[src/rtl/direction_input_controller_if.sv]
// Bus between the button/board side and the direction controller:
// raw button levels, the per-cell legal-move mask, the move strobe,
// and the registered direction and queued-turn outputs.
interface direction_input_controller_if;
    logic       btn_right;
    logic       btn_up;
    logic       btn_down;
    logic       btn_left;
    logic [3:0] valid_moves;
    logic       move_tick;
    logic [3:0] move_direction;
    logic [3:0] pending_dir;

    // Board/stimulus side: drives buttons, mask and tick; observes results.
    modport master (
        output btn_right,
        output btn_up,
        output btn_down,
        output btn_left,
        output valid_moves,
        output move_tick,
        input  move_direction,
        input  pending_dir
    );

    // Controller side.
    modport slave (
        input  btn_right,
        input  btn_up,
        input  btn_down,
        input  btn_left,
        input  valid_moves,
        input  move_tick,
        output move_direction,
        output pending_dir
    );
endinterface

[src/rtl/direction_input_controller.sv]
// Player direction controller: synchronizes and debounces four buttons,
// queues the latest press as a pending turn, and on each move tick picks
// the one-hot direction to present using the current cell's legal-move mask.
// Pressing a turn early makes it happen at the first cell where it is legal;
// the sprite stops at walls.
// Direction encoding: RIGHT=0001, UP=0010, DOWN=0100, LEFT=1000.
module direction_input_controller #(
    parameter int DEBOUNCE_CYCLES = 1_000_000,
    parameter int PENDING_TICKS   = 4
) (
    input logic                         clk,
    input logic                         rst,
    direction_input_controller_if.slave bus
);

    localparam int CNT_W = $clog2(DEBOUNCE_CYCLES + 1);
    localparam int AGE_W = $clog2(PENDING_TICKS + 1);

    // Counter value at which the next disagreeing sample completes the run.
    localparam logic [CNT_W-1:0] CNT_LAST = CNT_W'(DEBOUNCE_CYCLES - 1);
    // Age value at which the next unconsumed tick expires the pending turn.
    localparam logic [AGE_W-1:0] AGE_LAST = AGE_W'(PENDING_TICKS - 1);

    localparam logic [3:0] DIR_NONE  = 4'b0000;
    localparam logic [3:0] DIR_RIGHT = 4'b0001;
    localparam logic [3:0] DIR_UP    = 4'b0010;
    localparam logic [3:0] DIR_DOWN  = 4'b0100;
    localparam logic [3:0] DIR_LEFT  = 4'b1000;

    typedef enum logic {
        ST_STOPPED = 1'b0,
        ST_MOVING  = 1'b1
    } state_t;

    // Button levels packed in direction-code bit order.
    logic [3:0] btn_raw;
    assign btn_raw = {bus.btn_left, bus.btn_down, bus.btn_up, bus.btn_right};

    // ------------------------------------------------------------------
    // Synchronizer and debounce
    // ------------------------------------------------------------------
    logic [3:0]       sync1_q;
    logic [3:0]       sync2_q;
    logic [3:0]       deb_q;
    logic [3:0]       deb_d;
    logic [3:0]       deb_prev_q;
    logic [CNT_W-1:0] cnt_q [4];
    logic [CNT_W-1:0] cnt_d [4];

    // Two-flop synchronizer per button, then the debounce state.
    always_ff @(posedge clk or negedge rst) begin
        if (!rst) begin
            sync1_q    <= '0;
            sync2_q    <= '0;
            deb_q      <= '0;
            deb_prev_q <= '0;
            cnt_q      <= '{default: '0};
        end else begin
            sync1_q    <= btn_raw;
            sync2_q    <= sync1_q;
            deb_q      <= deb_d;
            deb_prev_q <= deb_q;
            cnt_q      <= cnt_d;
        end
    end

    // Count consecutive samples that disagree with the debounced level;
    // a full run flips the level, any agreeing sample restarts the run.
    always_comb begin
        for (int i = 0; i < 4; i++) begin
            deb_d[i] = deb_q[i];
            cnt_d[i] = '0;
            if (sync2_q[i] != deb_q[i]) begin
                if (cnt_q[i] == CNT_LAST) begin
                    deb_d[i] = ~deb_q[i];
                end else begin
                    cnt_d[i] = cnt_q[i] + 1'b1;
                end
            end
        end
    end

    // ------------------------------------------------------------------
    // Press events
    // ------------------------------------------------------------------
    logic [3:0] rise;
    logic [3:0] press_dir;

    assign rise = deb_q & ~deb_prev_q;

    // Simultaneous presses resolve RIGHT > LEFT > UP > DOWN; the rest are dropped.
    always_comb begin
        press_dir = DIR_NONE;
        if (rise[0]) begin
            press_dir = DIR_RIGHT;
        end else if (rise[3]) begin
            press_dir = DIR_LEFT;
        end else if (rise[1]) begin
            press_dir = DIR_UP;
        end else if (rise[2]) begin
            press_dir = DIR_DOWN;
        end
    end

    // ------------------------------------------------------------------
    // Movement state machine with single-entry pending turn
    // ------------------------------------------------------------------
    state_t           state_q;
    state_t           state_d;
    logic [3:0]       cur_q;
    logic [3:0]       cur_d;
    logic [3:0]       pend_q;
    logic [3:0]       pend_d;
    logic [AGE_W-1:0] age_q;
    logic [AGE_W-1:0] age_d;
    logic [3:0]       move_q;
    logic [3:0]       move_d;
    logic             take;
    logic             cur_legal;

    // State register, including the registered outputs.
    always_ff @(posedge clk or negedge rst) begin
        if (!rst) begin
            state_q <= ST_STOPPED;
            cur_q   <= DIR_NONE;
            pend_q  <= DIR_NONE;
            age_q   <= '0;
            move_q  <= DIR_NONE;
        end else begin
            state_q <= state_d;
            cur_q   <= cur_d;
            pend_q  <= pend_d;
            age_q   <= age_d;
            move_q  <= move_d;
        end
    end

    // Next state: the tick decision uses the pre-tick pending turn; a press
    // in the same cycle lands afterwards and overrides any clear or expiry.
    always_comb begin
        state_d   = state_q;
        cur_d     = cur_q;
        pend_d    = pend_q;
        age_d     = age_q;
        take      = 1'b0;
        cur_legal = 1'b0;
        if (bus.move_tick) begin
            // A non-empty overlap implies a non-empty pending turn.
            take      = (pend_q & bus.valid_moves) != DIR_NONE;
            cur_legal = (state_q == ST_MOVING) && ((cur_q & bus.valid_moves) != DIR_NONE);
            if (take) begin
                state_d = ST_MOVING;
                cur_d   = pend_q;
                pend_d  = DIR_NONE;
                age_d   = '0;
            end else begin
                if (!cur_legal) begin
                    state_d = ST_STOPPED;
                end
                if (pend_q != DIR_NONE) begin
                    if (age_q == AGE_LAST) begin
                        pend_d = DIR_NONE;
                        age_d  = '0;
                    end else begin
                        age_d = age_q + 1'b1;
                    end
                end
            end
        end
        if (press_dir != DIR_NONE) begin
            pend_d = press_dir;
            age_d  = '0;
        end
    end

    // Output decode: present the current direction only while moving.
    always_comb begin
        move_d = DIR_NONE;
        if (state_d == ST_MOVING) begin
            move_d = cur_d;
        end
    end

    assign bus.move_direction = move_q;
    assign bus.pending_dir    = pend_q;

endmodule

[src/flat_wrapper.sv]
// flat-port wrapper written by rule: the top's interface ports become plain ports
module direction_input_controller_flat 
#(
    parameter int DEBOUNCE_CYCLES = 1_000_000,
    parameter int PENDING_TICKS   = 4
)
  (clk, rst, bus_btn_right, bus_btn_up, bus_btn_down, bus_btn_left, bus_valid_moves, bus_move_tick, bus_move_direction, bus_pending_dir);
  direction_input_controller_if bus_i ();
  input logic clk;
  input logic rst;
  input wire logic [$bits(bus_i.btn_right)-1:0] bus_btn_right;
  input wire logic [$bits(bus_i.btn_up)-1:0] bus_btn_up;
  input wire logic [$bits(bus_i.btn_down)-1:0] bus_btn_down;
  input wire logic [$bits(bus_i.btn_left)-1:0] bus_btn_left;
  input wire logic [$bits(bus_i.valid_moves)-1:0] bus_valid_moves;
  input wire logic [$bits(bus_i.move_tick)-1:0] bus_move_tick;
  output wire logic [$bits(bus_i.move_direction)-1:0] bus_move_direction;
  output wire logic [$bits(bus_i.pending_dir)-1:0] bus_pending_dir;
  assign bus_i.btn_right = bus_btn_right;
  assign bus_i.btn_up = bus_btn_up;
  assign bus_i.btn_down = bus_btn_down;
  assign bus_i.btn_left = bus_btn_left;
  assign bus_i.valid_moves = bus_valid_moves;
  assign bus_i.move_tick = bus_move_tick;
  assign bus_move_direction = bus_i.move_direction;
  assign bus_pending_dir = bus_i.pending_dir;
  direction_input_controller #(.DEBOUNCE_CYCLES(DEBOUNCE_CYCLES), .PENDING_TICKS(PENDING_TICKS)) u_core (.clk(clk), .rst(rst), .bus(bus_i));
endmodule
[config.mk]
export PLATFORM = sky130hd
export DESIGN_NAME = direction_input_controller_flat
export DESIGN_NICKNAME = d
export VERILOG_FILES = /design/src/rtl/direction_input_controller_if.sv /design/src/rtl/direction_input_controller.sv /design/src/flat_wrapper.sv
export SDC_FILE = /design/constraint.sdc
export NUM_CORES = 1
export LEC_CHECK = 0
export CAP_MARGIN = 20
export CORE_ASPECT_RATIO = 1.5
export CORE_MARGIN = 4
export CORE_UTILIZATION = 40
export CTS_CLUSTER_SIZE = 28
export DETAILED_ROUTE_END_ITERATION = 12
export GPL_ROUTABILITY_DRIVEN = 1
export SYNTH_ARGS = -nofsm -noshare
export SYNTH_HDL_FRONTEND = slang
export SYNTH_SLANG_ARGS = --single-unit
export TNS_END_PERCENT = 10
[constraint.sdc]
create_clock -name clk -period 2.87 [get_ports clk]
set_input_delay 0.574 -clock clk [delete_from_list [all_inputs] [get_ports clk]]
set_output_delay 0.574 -clock clk [all_outputs]
set_load 0.02 [all_outputs]
==> results.md <==
- The initial antenna violation count is 0.
- The critical path contains buffers and inverters numbering 0 combined.
- The floorplan die height is 147 um.
- After clock tree synthesis, the clock-pin slew on the worst setup and hold paths is 70 ps.
- For this run, design rule violations remaining after detail routing come to 0.
- The slew at the pin closest to its max-slew limit is 899 ps.
- The switching share of power is 0.223.
- The CTS tree is built.
- The startpoint of the most critical register-to-register path is u_core.cnt_q[60].
- Of the total synthesized cell area, the portion taken by AND, OR, NAND and NOR gates is 0.233.
- The clock arrives with 8.17 ps of skew.
- Data on the critical path arrives at its endpoint at between 2000 and 2500 ps.
- The floorplan step defined a die boundary enclosing ~0.015 mm^2.
- In this run the remaining antenna-violating nets after routing total 0.
- The final number of setup-violating endpoints is 0.
- The flow ran to the end, and the final reports show no timing, DRC or antenna violations.
- The overall track demand over capacity in global routing is 0.140.
- In the final layout, the share of cells above drive strength 1 is 0.0847.
- The deepest clock path buffer count is 2.
- The category of the critical setup timing path is register to register.
- The static leakage is 0.00242 uW.
- The mapped netlist covers 0.00518 mm^2.
- The number of buffers added for setup after CTS is 0.
- The count of state elements after synthesis is 112.
- The global placement routability congestion is 0.800.
- The depth of the worst register-to-register path is 5.
- Among all stages on the critical path, the largest delay is contributed by or4_1.
- Of all nets on the critical path, the largest fanout is 7.
- The worst slew slack as a fraction of its limit is 0.393.
- The number of gates resized after CTS was 0.
- The number of optimization iterations in the first detailed-route pass is 4.
- The share of the clock period used by the worst path is 0.753.
- The number of antenna diodes in the final layout is 0.
- The number of slew-limit violations in the final report came to 0.
- The worst path meets setup with 710 ps of slack.
- The synthesized instance count is about 510.
- The share of total power in the clock network is 0.406.
- VDD sags by at most between 0.2 and 0.3 mV.
- The H-tree was split into 3 levels.
- In this run the critical register-to-register path is captured at u_core.cnt_q[78].
- The CTS buffer count is 9.
- The number of nets in the finished design is 542.
- The sum of negative setup slack is 0 ps.
- The area of the multi-input gates is 0.00226 mm^2.
- The initialized floorplan defines 50 standard-cell rows.
- Setup repair after global routing left no endpoint under its margin.
- The internal power of the cells totals 2250 uW.
- The fill cell instance count of the final layout is 1158.
- The cell sitting at the root of the clock tree is a clkbuf_16.
- Static timing analysis puts the maximum clock frequency at about 0.46 GHz.
- The fraction of power consumed by sequential logic is 0.558.
- For this design the ratio of total power to cell area is 495 mW/mm^2.
- Entering global routing, the biggest net connects 39 pins.
- The post-synth net total is 522.
- For this design, the sink count on the clock tree is 112.
- The async set-reset flop share out of synthesis is 1.00.
- The placement-stage cell area is 0.00557 mm^2.
- Dividing the detail-routed wire length by the instance count gives 14.1 um.
- The routed layout has 3762 vias.
- The number of primary I/O pins is 19.
- The arithmetic-cell share of the synthesized area counting full adders, half adders and majority gates is 0.0121.
- STA puts the critical path data required time at 3150 ps.
- In this run the mean area of a mapped cell was ~10 um^2.
- The count of flip-flops with a built-in enable after synthesis is 0.
- The kind of path behind the tightest hold check is input port to asynchronous set/reset pin.
- The xor/xnor share of the synthesized area is 0.0863.
- At the placement stage, the worst setup path has a slack of 434 ps.
- In this run the horizontal extent of the chip is about 100 um.
- The starting utilization of the core area is 0.412.
- The Yosys step of the flow raised 0 warnings.
- The proportion of power drawn by combinational gates is 0.036.
- The final hold violation count is 0.
- The register-to-register setup slack is 710 ps.
- By area, the combinational part of the netlist is dominated by simple AND/OR/NAND/NOR gates.
- The core region is roughly 0.013 mm^2.
- Once detailed placement completed, the half-perimeter wirelength came to 6810 um.
- The number of different library cells used by synthesis comes to 45.
- Summing all non-filler instances in the final layout gives an area of 0.00585 mm^2.
- The mux share of post-synthesis cell area is 0.0174.
- From synthesis to final layout, the design area changed by 13.0%.
- The final wirelength is 9710 um.
- The tool flagged a number of max-cap violations equal to 0.
- The net switching power is about 650 uW.
- The part of the Yosys area used for sequential elements is 0.541.
- The latest clock arrival within the worst-skew pair is 340 ps.
- The sequential cell area is 0.00280 mm^2.
- Buffers placed on the I/O ports in this run total 18.
- The kind of capture point of the worst setup path is a register.
- The worst setup path is launched from a register.
- The hold buffer count at CTS is 0.
- The largest single stage delay on the critical path is 650 ps.
- The total congestion overflow is 0.
- The via count of the first global-routing pass is 3756.
- The cell class contributing the biggest share of worst-path delay is simple AND/OR/NAND/NOR gates.
- The smallest clock period supported by the final layout is computed as between 2000 and 2500 ps.
- Dividing the detail-routed via count by the number of cells gives 5.48.
- The share of the synthesized area in compound gates (AO/OA/AOI/OAI) is 0.0848.
- The dominant synthesized flop cell is dfrtp_1.
- Walking the worst path, the cells encountered are ha_1 -> nand2_1 -> or4_1 -> or4_4 -> a21oi_2.
- In this run, the number of DRC markers left after iteration 0 of detailed routing was around 190.
- The first global-routing pass estimated 16900 um of wire.
[placed cells by master, fill, tap and decap left out, drive strengths merged, types with 14 or more instances in the layout]
master | netlist | routed
or4 | 14 | 14
xnor2 | 25 | 25
o21ai | 19 | 19
xor2 | 26 | 26
inv | 16 | 18
clkdlybuf4s50 | 0 | 17
nor2 | 62 | 62
nand2 | 29 | 29
nand4 | 15 | 15
nor3 | 17 | 17
a21oi | 26 | 26
nand3 | 33 | 33
dfrtp | 112 | 112
[how the worst max path moves through the flow]
stage,from,end,cells past startpoint
3_3_place_gp,bus_valid_moves[0],u_core.bus.move_direction[2],5
4_1_cts,u_core.cnt_q[60],u_core.cnt_q[78],5
3_5_place_dp,bus_valid_moves[0],u_core.bus.move_direction[0],5
6_report,u_core.cnt_q[60],u_core.cnt_q[78],5
2_1_floorplan,u_core.cnt_q[60],u_core.cnt_q[78],6
5_1_grt,u_core.cnt_q[60],u_core.cnt_q[78],5
[synth_stat cells (all sizes together), types with 6 or more instances]
cell type,count,area share
o21ai,19,0.018
inv,16,0.012
and3,8,0.0099
nor2b,6,0.0073
o31ai,11,0.016
nand3,33,0.032
nor3,17,0.016
dfrtp,112,0.54
clkbuf,14,0.010
nor4,11,0.013
nand4,15,0.022
or4,14,0.022
xor2,26,0.044
xnor2,25,0.042
a21oi,26,0.026
nor2,62,0.045
mux2,8,0.017
nand2,29,0.021
or3,13,0.016
[routing by layer]
layer | routed length (um) | up-vias | part of all wire | GRT usage
li1 | - | 1839 | - | -
met1 | 4190 | 1854 | 0.43 | 0.163
met2 | 5040 | 56 | 0.52 | 0.244
met3 | 296 | 13 | 0.030 | 0.0314
met4 | 180 | 0 | 0.019 | 0.0573
met5 | 0 | - | 0 | 0
[per-stage QoR]
step | cells | total power [uW] | hold WS [ps] | utilization
after floorplan | 506 | 1680 | 278 | -
after global placement | 671 | 1750 | 331 | 0.443
after detailed placement | 671 | 1750 | 335 | 0.443
after CTS | 687 | 2950 | 191 | 0.465
after global routing | 687 | 3030 | 212 | 0.465
final | 687 | 2900 | 176 | 0.465
[kinds of logic (layout without fill, tap and decap cells)]
kind of cell,Yosys count,count (layout)
mux,8,8
buf+inv,33,58
flops,112,112
fa+ha+maj,5,5
simple gates,226,226
compound gates,71,71
xor+xnor,51,51
[final cells by class]
cell class,count,share of cell area
sequential,112,0.479
multi-input combinational,361,0.386
timing repair buffer,26,0.0428
clock buffer,10,0.0408
tap,156,0.0334
inverter,16,0.0103
clock inverter,6,0.00727
[registers in the layout (all words and copies together) (netlist names)]
register and flops:
u_core.cnt_q 80, u_core.bus.pending_dir 4, u_core.deb_prev_q 4, u_core.state_q 1, u_core.sync2_q 4, u_core.cur_q 4, u_core.sync1_q 4, u_core.age_q 3
u_core.deb_q 4, u_core.bus.move_direction 4
[power by group through the flow]
stage          Clock [uW]  Sequential [uW]  Combinational (uW)
4_1_cts              1220             1610                 109
5_1_grt              1290             1620                 124
3_3_place_gp            0             1640                 107
6_report             1180             1620                 105
2_1_floorplan           0             1640                42.9
3_5_place_dp            0             1650                 109
(Power assumes the default switching activity.)
